**config.mk**
```make
export PLATFORM = sky130hd
export DESIGN_NAME = i2c_reg_sequencer
export DESIGN_NICKNAME = d
export VERILOG_FILES = /design/src/rtl/i2c_reg_sequencer_pkg.sv /design/src/rtl/i2c_step_watchdog.sv /design/src/rtl/i2c_reg_sequencer.sv
export SDC_FILE = /design/constraint.sdc
export NUM_CORES = 1
export LEC_CHECK = 0
export ABC_AREA = 1
export BUFFER_PORTS_ARGS = -buffer_cell sky130_fd_sc_hd__buf_2
export CAP_MARGIN = 40
export CORE_MARGIN = 2
export CORE_UTILIZATION = 29
export DETAILED_ROUTE_END_ITERATION = 8
export PLACE_DENSITY = 0.46
export SETUP_SLACK_MARGIN = 0.1
export SLEW_MARGIN = 10
export SYNTH_ARGS = -nofsm -noshare
export SYNTH_HDL_FRONTEND = slang
export SYNTH_SLANG_ARGS = --single-unit
```
**constraint.sdc**
```tcl
create_clock -name clk -period 1.7 [get_ports clk]
set_input_delay 0.34 -clock clk [delete_from_list [all_inputs] [get_ports clk]]
set_output_delay 0.34 -clock clk [all_outputs]
set_load 0.03 [all_outputs]
```
**src/rtl/i2c_reg_sequencer_pkg.sv**
```systemverilog
// Shared encodings for the I2C register-access sequencer: master command codes,
// sequencer state codes (visible to benches for probing) and request record.
package i2c_reg_sequencer_pkg;

  // Byte-level master command encodings
  localparam logic [2:0] k_START_CMD   = 3'd1;
  localparam logic [2:0] k_WRITE_CMD   = 3'd2;
  localparam logic [2:0] k_READ_CMD    = 3'd3;
  localparam logic [2:0] k_RESTART_CMD = 3'd4;
  localparam logic [2:0] k_STOP_CMD    = 3'd5;

  // Sequencer state encodings
  localparam logic [3:0] k_SEQ_IDLE    = 4'd0;
  localparam logic [3:0] k_SEQ_START   = 4'd1;
  localparam logic [3:0] k_SEQ_DEV_W   = 4'd2;
  localparam logic [3:0] k_SEQ_REG     = 4'd3;
  localparam logic [3:0] k_SEQ_WDATA   = 4'd4;
  localparam logic [3:0] k_SEQ_RESTART = 4'd5;
  localparam logic [3:0] k_SEQ_DEV_R   = 4'd6;
  localparam logic [3:0] k_SEQ_READ    = 4'd7;
  localparam logic [3:0] k_SEQ_STOP    = 4'd8;
  localparam logic [3:0] k_SEQ_DONE    = 4'd9;

  typedef enum logic [3:0] {
    StIdle    = k_SEQ_IDLE,
    StStart   = k_SEQ_START,
    StDevW    = k_SEQ_DEV_W,
    StReg     = k_SEQ_REG,
    StWdata   = k_SEQ_WDATA,
    StRestart = k_SEQ_RESTART,
    StDevR    = k_SEQ_DEV_R,
    StRead    = k_SEQ_READ,
    StStop    = k_SEQ_STOP,
    StDone    = k_SEQ_DONE
  } seq_state_e;

  typedef enum logic {PhIssue = 1'b0, PhWait = 1'b1} seq_phase_e;

  typedef struct packed {
    logic       rw;
    logic [6:0] dev_addr;
    logic [7:0] reg_addr;
    logic [7:0] wdata;
  } seq_req_t;

  // Master command issued by each step state
  function automatic logic [2:0] step_cmd(seq_state_e st);
    logic [2:0] cmd;
    case (st)
      StStart:   cmd = k_START_CMD;
      StRestart: cmd = k_RESTART_CMD;
      StRead:    cmd = k_READ_CMD;
      StDevW, StReg, StWdata, StDevR: cmd = k_WRITE_CMD;
      default:   cmd = k_STOP_CMD;
    endcase
    return cmd;
  endfunction

  // Steps whose completion reports a slave ACK/NACK
  function automatic logic step_is_byte_write(seq_state_e st);
    return (st == StDevW) || (st == StReg) || (st == StWdata) || (st == StDevR);
  endfunction

endpackage

```
**src/rtl/i2c_step_watchdog.sv**
```systemverilog
// Saturating per-step watchdog: counts while enabled, cleared on demand,
// flags timeout once the count reaches TIMEOUT_CYCLES.
module i2c_step_watchdog #(
  parameter logic [15:0] TIMEOUT_CYCLES = 16'd50000,
  parameter int unsigned CTR_WIDTH      = 16
) (
  input  logic clk,
  input  logic rst,
  input  logic clear,
  input  logic enable,
  output logic timeout
);

  localparam logic [CTR_WIDTH-1:0] Limit = CTR_WIDTH'(TIMEOUT_CYCLES);

  logic [CTR_WIDTH-1:0] cnt_q, cnt_d;

  // Next count: clear wins, otherwise saturating increment
  always_comb begin
    cnt_d = cnt_q;
    if (clear) begin
      cnt_d = '0;
    end else if (enable && (cnt_q != '1)) begin
      cnt_d = cnt_q + CTR_WIDTH'(1);
    end
  end

  // Counter register
  always_ff @(posedge clk) begin
    if (rst) begin
      cnt_q <= '0;
    end else begin
      cnt_q <= cnt_d;
    end
  end

  assign timeout = (cnt_q >= Limit);

endmodule

```
**src/rtl/i2c_reg_sequencer.sv**
```systemverilog
// Register-access sequencer: expands one read/write request into the byte-level
// master command stream and returns a single response with data and error flag.
module i2c_reg_sequencer
  import i2c_reg_sequencer_pkg::*;
#(
  parameter logic [15:0] TIMEOUT_CYCLES = 16'd50000,
  parameter int unsigned CTR_WIDTH      = 16
) (
  input  logic       clk,
  input  logic       rst,
  input  logic       req_valid,
  output logic       req_ready,
  input  logic       req_rw,
  input  logic [6:0] req_dev_addr,
  input  logic [7:0] req_reg_addr,
  input  logic [7:0] req_wdata,
  output logic       rsp_valid,
  output logic [7:0] rsp_rdata,
  output logic       rsp_err,
  output logic [2:0] m_cmd,
  output logic [7:0] m_data,
  output logic       m_nack,
  output logic       m_write,
  input  logic       m_ready,
  input  logic [7:0] m_rx_data,
  input  logic       m_ack_err
);

  seq_state_e state_q, state_d;
  seq_phase_e phase_q, phase_d;
  logic       first_q, first_d;   // first WAIT cycle: master may not have dropped m_ready yet
  seq_req_t   req_q, req_d;
  logic       err_q, err_d;
  logic [7:0] rdata_q, rdata_d;
  logic       req_ready_q, req_ready_d;
  logic [2:0] m_cmd_q, m_cmd_d;
  logic [7:0] m_data_q, m_data_d;
  logic       m_nack_q, m_nack_d;
  logic       m_write_q, m_write_d;
  logic       wd_clear, wd_enable, wd_timeout;
  logic [7:0] step_data;

  i2c_step_watchdog #(
    .TIMEOUT_CYCLES(TIMEOUT_CYCLES),
    .CTR_WIDTH     (CTR_WIDTH)
  ) u_watchdog (
    .clk    (clk),
    .rst    (rst),
    .clear  (wd_clear),
    .enable (wd_enable),
    .timeout(wd_timeout)
  );

  // Byte transmitted by the current step
  always_comb begin
    step_data = 8'h00;
    case (state_q)
      StDevW:  step_data = {req_q.dev_addr, 1'b0};
      StReg:   step_data = req_q.reg_addr;
      StWdata: step_data = req_q.wdata;
      StDevR:  step_data = {req_q.dev_addr, 1'b1};
      default: step_data = 8'h00;
    endcase
  end

  // Sequencer next-state, response and command generation
  always_comb begin
    state_d   = state_q;
    phase_d   = phase_q;
    first_d   = 1'b0;
    req_d     = req_q;
    err_d     = err_q;
    rdata_d   = rdata_q;
    m_cmd_d   = m_cmd_q;
    m_data_d  = m_data_q;
    m_nack_d  = m_nack_q;
    m_write_d = 1'b0;
    wd_clear  = 1'b0;
    wd_enable = 1'b0;

    case (state_q)
      StIdle: begin
        wd_clear = 1'b1;
        if (req_valid && req_ready_q) begin
          req_d.rw       = req_rw;
          req_d.dev_addr = req_dev_addr;
          req_d.reg_addr = req_reg_addr;
          req_d.wdata    = req_wdata;
          err_d          = 1'b0;
          rdata_d        = 8'h00;
          state_d        = StStart;
          phase_d        = PhIssue;
        end
      end
      StDone: begin
        wd_clear = 1'b1;
        state_d  = StIdle;
      end
      default: begin
        if (phase_q == PhIssue) begin
          if (m_ready) begin
            m_write_d = 1'b1;
            m_cmd_d   = step_cmd(state_q);
            m_data_d  = step_data;
            m_nack_d  = (state_q == StRead);
            phase_d   = PhWait;
            first_d   = 1'b1;
            wd_clear  = 1'b1;
          end else if (wd_timeout) begin
            // A hung master before STOP still gets a STOP attempt; a hung STOP just ends
            err_d    = 1'b1;
            rdata_d  = 8'h00;
            wd_clear = 1'b1;
            state_d  = (state_q == StStop) ? StDone : StStop;
          end else begin
            wd_enable = 1'b1;
          end
        end else begin
          if (!first_q && m_ready) begin
            wd_clear = 1'b1;
            phase_d  = PhIssue;
            if (step_is_byte_write(state_q) && m_ack_err) begin
              err_d   = 1'b1;
              rdata_d = 8'h00;
              state_d = StStop;
            end else begin
              case (state_q)
                StStart:   state_d = StDevW;
                StDevW:    state_d = StReg;
                StReg:     state_d = req_q.rw ? StRestart : StWdata;
                StWdata:   state_d = StStop;
                StRestart: state_d = StDevR;
                StDevR:    state_d = StRead;
                StRead: begin
                  rdata_d = m_rx_data;
                  state_d = StStop;
                end
                StStop:    state_d = StDone;
                default:   state_d = StIdle;
              endcase
            end
          end else if (wd_timeout) begin
            err_d    = 1'b1;
            rdata_d  = 8'h00;
            wd_clear = 1'b1;
            phase_d  = PhIssue;
            state_d  = (state_q == StStop) ? StDone : StStop;
          end else begin
            wd_enable = 1'b1;
          end
        end
      end
    endcase

    // Registered so that it stays low during the reset cycle itself
    req_ready_d = (state_d == StIdle);
  end

  // State and output registers
  always_ff @(posedge clk) begin
    if (rst) begin
      state_q     <= StIdle;
      phase_q     <= PhIssue;
      first_q     <= 1'b0;
      req_q       <= '0;
      err_q       <= 1'b0;
      rdata_q     <= 8'h00;
      req_ready_q <= 1'b0;
      m_cmd_q     <= k_STOP_CMD;
      m_data_q    <= 8'h00;
      m_nack_q    <= 1'b0;
      m_write_q   <= 1'b0;
    end else begin
      state_q     <= state_d;
      phase_q     <= phase_d;
      first_q     <= first_d;
      req_q       <= req_d;
      err_q       <= err_d;
      rdata_q     <= rdata_d;
      req_ready_q <= req_ready_d;
      m_cmd_q     <= m_cmd_d;
      m_data_q    <= m_data_d;
      m_nack_q    <= m_nack_d;
      m_write_q   <= m_write_d;
    end
  end

  assign req_ready = req_ready_q;
  assign rsp_valid = (state_q == StDone);
  assign rsp_rdata = rdata_q;
  assign rsp_err   = err_q;
  assign m_cmd     = m_cmd_q;
  assign m_data    = m_data_q;
  assign m_nack    = m_nack_q;
  assign m_write   = m_write_q;

endmodule

```
==> impl_results.md, run 1 <==
* Result of the run: complete, no violations
* PnR worst setup slack at 0.121 ns
* Mean post-synth cell area at 7.22 µm²
* Ratio of routed vias to standard cells at 4.75
* Final weighted congestion in routability-driven placement at 0.852
* Post-synthesis register bit count at 68
* Warning count from the yosys run at 0
* Clock net sink count at 68
* Area of the die at 13,100 µm²
* Final setup viols at 0
* Residual DRC count at 0
* Max incr delay on CP at 0.36 ns
* Maximum number of pins on one net before global-route repair at 38
* Net Switching at 980 µW
* Cell class contributing the biggest share of worst-path delay: simple AND/OR/NAND/NOR gates
* Highest ir drop seen on vdd at 0.422 mV
* Clock network latency to the later pin of the worst-skew pair at 0.34 ns
* Setup repair after global routing missed its margin: yes
* DRT Pass-1 Iters at 4
* Wire length of the first global-routing pass at 16,400 µm
* CP required at 1.92 ns
* FP Rows at 40
* Top achievable clock speed at 633 MHz
* CTS tree: built
* Max Root-Sink Buffers at 2
* Global Route Usage Sum at 16.1%
* Wire length after detailed routing at 10,200 µm
* Worst hold path type: input pin to flop
* Pre-CTS worst setup slack at 0.0406 ns
* Sequential element share of the synthesized area at 38.6%
* Half-perimeter wire length after detailed placement at 7460 µm
* Via count of the routed design at 3,494
* Synthesized netlist net count at 528
* Ratio of final minimum period to clock period at 92.9%
* Horizontal die dimension at 114 µm
* Antenna fix cells at 0
* Worst rel slew slack at 71.3%
* Worst-case clock skew at 0.00742 ns
* Final critical delay including setup and external delays at 1.58 ns
* DRC violation total after the first TritonRoute iteration at 172
* Worst Path Max Fanout at 8
* Seq. cell area at 1380 µm²
* Max Cap Viol at 0
* Cell seen most often among critical-path stages: nand2_4
* Type of origin of the critical path: flop
* Number of enable flip-flop cells after synthesis at 0
* Transition time at the pin with the least slew margin at 0.426 ns
* Core region area at 12,000 µm²
* Layout cells sized above 1 at 34.5%
* Combined area of all synthesized cells at 3530 µm²
* Count of boundary I/O pins at 61
* Maximum level of the CTS H-tree at 3
* Area of combinational cells with multiple inputs at 1960 µm²
* Total leakage power at 0.00193 µW
* Number of hold buffers added after cts at 0
* Master of the slowest instance on the critical path: dfxtp_4
* Tot Pwr at 3880 µW
* Nets@finish at 623
* Final-report max-slew violation count at 0
* Die Span Y at 114 µm
* Count of mapped cells out of synthesis at 489
* Top flip-flop cell by instance count after synthesis: dfxtp_1
* Wire length per cell after detailed routing at 13.9 µm
* Type of element capturing the critical path: flop
* Combinational share of power at 8.2%
* Part of the total power dissipated in sequential elements at 42.7%
* Final hold vios at 0
* Power density normalized to cell area at 831 nW/µm²
* Count of port buffers added during placement at 60
* Num CTS Buffers at 9
* Number of distinct library cells after synthesis at 41
* Fin Hold WS at 0.216 ns
* Worst path arrival time at 1.80 ns
* Clock root buffer: clkbuf_16
* Initial antenna violation count at 0
* FILL cells at 1,247
* Initial Utilization at 29.5%
* Type of the worst setup path: flop to flop
* Area growth from synthesis to layout at 32.1%
* Portion of total power attributed to the clock network at 49.1%
* Clock-pin slew of the registers on the worst-case setup and hold paths at 0.06 ns
* Vias in the first global route at 3,387
* Cell Int Power at 2900 µW
* Critical path buffer and inverter count at 2
* Async S/R FF share, synth at 0%
* Switch share at 25.3%
* Antenna Nets Post-Route at 0
* Cells along the critical path: buf_6 -> nand3_2 -> nand2_4 -> nand2_4 -> nand2_4 -> buf_4 -> o21ai_4 -> nand2_4 -> nand3_1 -> a21oi_1
* Overflow left after global routing at 0
==> cells in the mapped netlist (5+ instances only) <==
library cell,n,share of area (%)
buf_6,5,1.6
nor3_1,5,0.71
nor2_4,7,2.2
nand4_1,8,1.4
nand2_2,6,1.1
inv_1,36,3.8
o21ai_0,36,5.1
nand2_4,6,1.9
nand3_1,41,5.8
a21oi_1,46,6.5
nor2_1,50,5.3
o221ai_1,5,1.2
nand2_1,107,11
inv_2,12,1.3
clkbuf_1,6,0.64
dfxtp_1,68,39
==> state kept, by name, indices dropped and copies added (netlist names) <==
| name | cells |
|---|---|
| rsp_rdata | 8 |
| req_q | 24 |
| phase_q | 1 |
| state_q | 4 |
| rsp_err | 1 |
| m_cmd | 3 |
| m_write | 1 |
| u_watchdog.cnt_q | 16 |
| m_nack | 1 |
| req_ready | 1 |
| m_data | 8 |
==> logic make-up after synthesis <==
| logic type | Yosys count | share of synthesized area (%) |
|---|---|---|
| AO/OA/AOI/OAI | 102 | 16.5 |
| XOR/XNOR | 3 | 0.744 |
| adder cells (fa/ha/maj) | 2 | 0.709 |
| buffers and inverters | 69 | 9.46 |
| flip-flops | 68 | 38.6 |
| AND/OR/NAND/NOR | 245 | 34.1 |
==> per-stage QoR <==
step                util [%]  setup TNS, ns  cell area (µm²)  std cells
floorplan                  -              0             3530        489
global placement        34.3        -0.0129             4110        707
detailed placement      34.3              0             4110        707
CTS                     36.9              0             4420        723
global route            39.0              0             4670        736
finish                  39.0              0             4670        736
==> final cells by class <==
type | instances | area share [%]
multi-input cells | 353 | 42.0
flip-flops and latches | 68 | 29.6
repair buffers | 100 | 13.3
clock buffers | 9 | 4.83
inverters | 52 | 4.72
well taps | 147 | 3.94
clock inverters | 7 | 1.64
==> power groups by stage <==
stage / combinational, µW / clock (µW) / sequential [µW]
4_1_cts: 293 / 1960 / 1660
5_1_grt: 351 / 2030 / 1660
3_5_place_dp: 291 / 0 / 1700
2_1_floorplan: 180 / 0 / 1700
3_3_place_gp: 291 / 0 / 1690
6_report: 318 / 1910 / 1660
==> per-layer routing <==
layer  global-route usage, %  up-vias  routed length, µm
met3                    3.76       12                394
met2                    26.0       71               4810
li1                        -     1813                  -
met5                       0        -                  0
met1                    20.7     1598               4840
met4                    6.42        0                155
==> path summary, 6_finish.rpt <==
| check | startpoint | end | slack, ns | cells after the start |
|---|---|---|---|---|
| setup / recovery | state_q[2] | rsp_rdata[6] | 0.12 | 10 |
| hold / removal | req_dev_addr[1] | req_q[17] | 0.22 | 3 |
| setup reg to reg | state_q[2] | rsp_rdata[6] | 0.12 | 10 |
| hold reg to reg | req_q[5] | req_q[5] | 0.45 | 2 |
==> worst reg2reg max path, cell delays in order (launching register included) <==
cell and delay, ns:
dfxtp_4 0.36, buf_6 0.13, nand3_2 0.10, nand2_4 0.08
nand2_4 0.08, nand2_4 0.06, buf_4 0.14, o21ai_4 0.22
nand2_4 0.14, nand3_1 0.09, a21oi_1 0.07
==> repair_timing <==
action / CTS / global route
endpoints found under the hold margin: 0 / 0
pin swaps: 0 / 21
gates resized for setup: 5 / 48
setup endpoints to repair: 17 / 34
cloned: 0 / 1
setup buffers: 0 / 12
==> layout by cell type (no fill, tap or decap), drive strengths merged, types with 2 or more instances in the layout <==
master / instances
nand2: 119
buf: 100
dfxtp: 68
nor2: 60
inv: 52
a21oi: 50
nand3: 44
o21ai: 40
clkbuf: 9
nor3: 9
nand4: 8
o221ai: 5
nor4: 4
clkinv: 4
xor2: 3
o211ai: 2
ha: 2
clkinvlp: 2
Power figures use the tool's default switching activity.
==> run 2, diff against run 1 <==
BUFFER_PORTS_ARGS = -buffer_cell sky130_fd_sc_hd__clkbuf_2   (was -buffer_cell sky130_fd_sc_hd__buf_2)
PLACE_DENSITY = not set   (was 0.46)
clock period = 1.75 ns   (was 1.7 ns; I/O delays follow)
==> run 2 against run 1 <==
Compared with the run above: hold slack improved by 0.022 ns; setup slack got worse by 0.048 ns; via count shrank 0.23%; clock power is 2% lower; sequential share of layout area is 1.3 points higher; cell area is 3.6% lower; critical path depth fell by 2; wire length down 7.2%; cell count fell by 2.3%; largest power group unchanged.
==> impl_results.md, run 2 (same netlist as run 1, synthesis figures left out) <==
* Result of the run: complete, no violations (unchanged)
* Type of origin of the critical path: flop (unchanged)
* Number of flip-flops under the largest register name at 24 (unchanged)
* Antenna Nets Post-Route at 0 (unchanged)
* Area of the die at 13,100 µm² (unchanged)
* Wire length after detailed routing at 9460 µm (was 10,200 µm)
* Worst Min Path Start: req_dev_addr[5] (was req_dev_addr[1])
* Maximum number of pins on one net before global-route repair at 28 (was 38)
* Count of port buffers added during placement at 60 (unchanged)
* Final weighted congestion in routability-driven placement at 0.872 (was 0.852)
* Highest ir drop seen on vdd at 0.486 mV (was 0.422 mV)
* Via count of the routed design at 3,486 (was 3,494)
* Count of boundary I/O pins at 61 (unchanged)
* Clock net sink count at 68 (unchanged)
* Final core utilization at 37.6% (was 39.0%)
* Endpoint of the worst register-to-register path: u_watchdog.cnt_q[8] (was rsp_rdata[6])
* Final critical delay including setup and external delays at 1.68 ns (was 1.58 ns)
* Initial Utilization at 29.5% (unchanged)
* Hold Crit Depth at 3 (unchanged)
* Setup repair after global routing missed its margin: yes (unchanged)
* Worst-case clock skew at 0.00461 ns (was 0.00742 ns)
* Worst hold path type: input pin to flop (unchanged)
* Die Span Y at 114 µm (unchanged)
* Residual DRC count at 0 (unchanged)
* R2R depth at 8 (was 10)
* Max Root-Sink Buffers at 2 (unchanged)
* Number of cells in the finished layout apart from fillers at 719 (was 736)
* Transition time at the pin with the least slew margin at 0.352 ns (was 0.426 ns)
* Total leakage power at 0.00185 µW (was 0.00193 µW)
* DRC violation total after the first TritonRoute iteration at 261 (was 172)
* Worst reg2reg setup slack at 0.07 ns (was 0.12 ns)
* Layout cells sized above 1 at 31.3% (was 34.5%)
* Final hold vios at 0 (unchanged)
* Worst path arrival time at 1.93 ns (was 1.80 ns)
* Top achievable clock speed at 597 MHz (was 633 MHz)
* Core region area at 12,000 µm² (unchanged)
* Global Route Usage Sum at 15.0% (was 16.1%)
* Wire length of the first global-routing pass at 15,600 µm (was 16,400 µm)
* Worst min-delay path endpoint: req_q[21] (was req_q[17])
* Worst rel slew slack at 76.4% (was 71.3%)
* CTS tree: built (unchanged)
* Clock root buffer: clkbuf_16 (unchanged)
* Launching point of the worst reg2reg path: u_watchdog.cnt_q[1] (was state_q[2])
* Final-report max-slew violation count at 0 (unchanged)
* Max Cap Viol at 0 (unchanged)
* Placed Cells at 695 (was 707)
* Pre-CTS worst setup slack at 0.0262 ns (was 0.0406 ns)
* Critical path startpoint: u_watchdog.cnt_q[1] (was state_q[2])
* Worst Path Max Fanout at 4 (was 8)
* DRT Pass-1 Iters at 4 (unchanged)
* Final setup viols at 0 (unchanged)
* Num CTS Buffers at 9 (unchanged)
* CP required at 2.01 ns (was 1.92 ns)
* Ratio of routed vias to standard cells at 4.85 (was 4.75)
* Area growth from synthesis to layout at 27.4% (was 32.1%)
* Antenna fix cells at 0 (unchanged)
* Register with the most flip-flops: req_q (unchanged)
* Most common library cell in the layout ignoring fill and taps: nand2_1 (unchanged)
* Maximum level of the CTS H-tree at 3 (unchanged)
* Top flop regs: req_q x24, u_watchdog.cnt_q x16 (unchanged)
* Fin Hold WS at 0.238 ns (was 0.216 ns)
* PnR worst setup slack at 0.0737 ns (was 0.121 ns)
* FP Rows at 40 (unchanged)
* Highest-count cells in the layout ignoring fill and taps: nand2_1 (105), clkbuf_2 (59), dfxtp_1 (53) (was nand2_1 (101), dfxtp_1 (60), buf_2 (59))
* Clock-pin slew of the registers on the worst-case setup and hold paths at 0.06 ns (about the same)
* Wire length per cell after detailed routing at 13.2 µm (was 13.9 µm)
* Type of element capturing the critical path: flop (unchanged)
* Half-perimeter wire length after detailed placement at 6840 µm (was 7460 µm)
* Power density normalized to cell area at 836 nW/µm² (was 831 nW/µm²)
* Vias in the first global route at 3,356 (was 3,387)
* Horizontal die dimension at 114 µm (unchanged)
* Overflow left after global routing at 0 (unchanged)
* Final-layout setup total negative slack at 0 ns (unchanged)
* Type of the worst setup path: flop to flop (unchanged)
* Initial antenna violation count at 0 (unchanged)
* Nets@finish at 606 (was 623)
* Clock network latency to the later pin of the worst-skew pair at 0.33 ns (was 0.34 ns)
* Ratio of final minimum period to clock period at 95.8% (was 92.9%)
-- run 2: how the worst max path moves through the flow --
stage / to / slack (ns) / cells after the start
after global placement: rsp_err / 0.12 / 8
after detailed placement: rsp_rdata[0] / 0.03 / 8
after floorplan: u_watchdog.cnt_q[7] / 0.15 / 12
final: u_watchdog.cnt_q[8] / 0.07 / 8
after global routing: u_watchdog.cnt_q[8] / -0.05 / 8
after CTS: rsp_valid / 0.08 / 5
-- run 2: cell type report --
class                   count  area [µm²]
fillers                  1233        7460
inverters                  52         221
multi-input cells         353        1900
repair buffers             83         487
clock buffers              10         239
flip-flops and latches     68        1390
well taps                 147         184
clock inverters             6        71.3
-- run 2: per-stage QoR --
stage | instance area (µm²) | power (µW)
4_1_cts | 4320 | 3810
3_3_place_gp | 4000 | 1900
3_5_place_dp | 4000 | 1910
6_report | 4500 | 3760
2_1_floorplan | 3530 | 1830
5_1_grt | 4500 | 3920
-- run 2: per-layer routing --
metal  vias to the layer above  track usage (%)  routed length, µm
li1                       1777                -                  -
met1                      1616             18.4               4160
met2                        76             24.3               4680
met3                        17             4.24                400
met4                         0             7.24                221
met5                         -                0                  0
-- run 2: timing repair --
action,CTS,global route
setup buffers,0,7
pin swaps,0,7
hold buffers,0,0
endpoints found under the setup margin,11,33
resized for setup,5,40
cloned,0,1
-- run 2: critical path, cell delays in order (launching register included) --
cell	delay, ns
dfxtp_1	0.37
ha_2	0.24
nand2_1	0.09
nor2_1	0.17
inv_1	0.12
nor4_2	0.23
xor2_1	0.17
nand2_1	0.07
a21oi_1	0.14
-- run 2: where the power goes --
part           internal (µW)  total (µW)  switching [µW]  leakage, µW
clock network           1150        1870             720     0.000146
logic                    102         274             172      0.00114
registers               1590        1610            20.7     0.000561
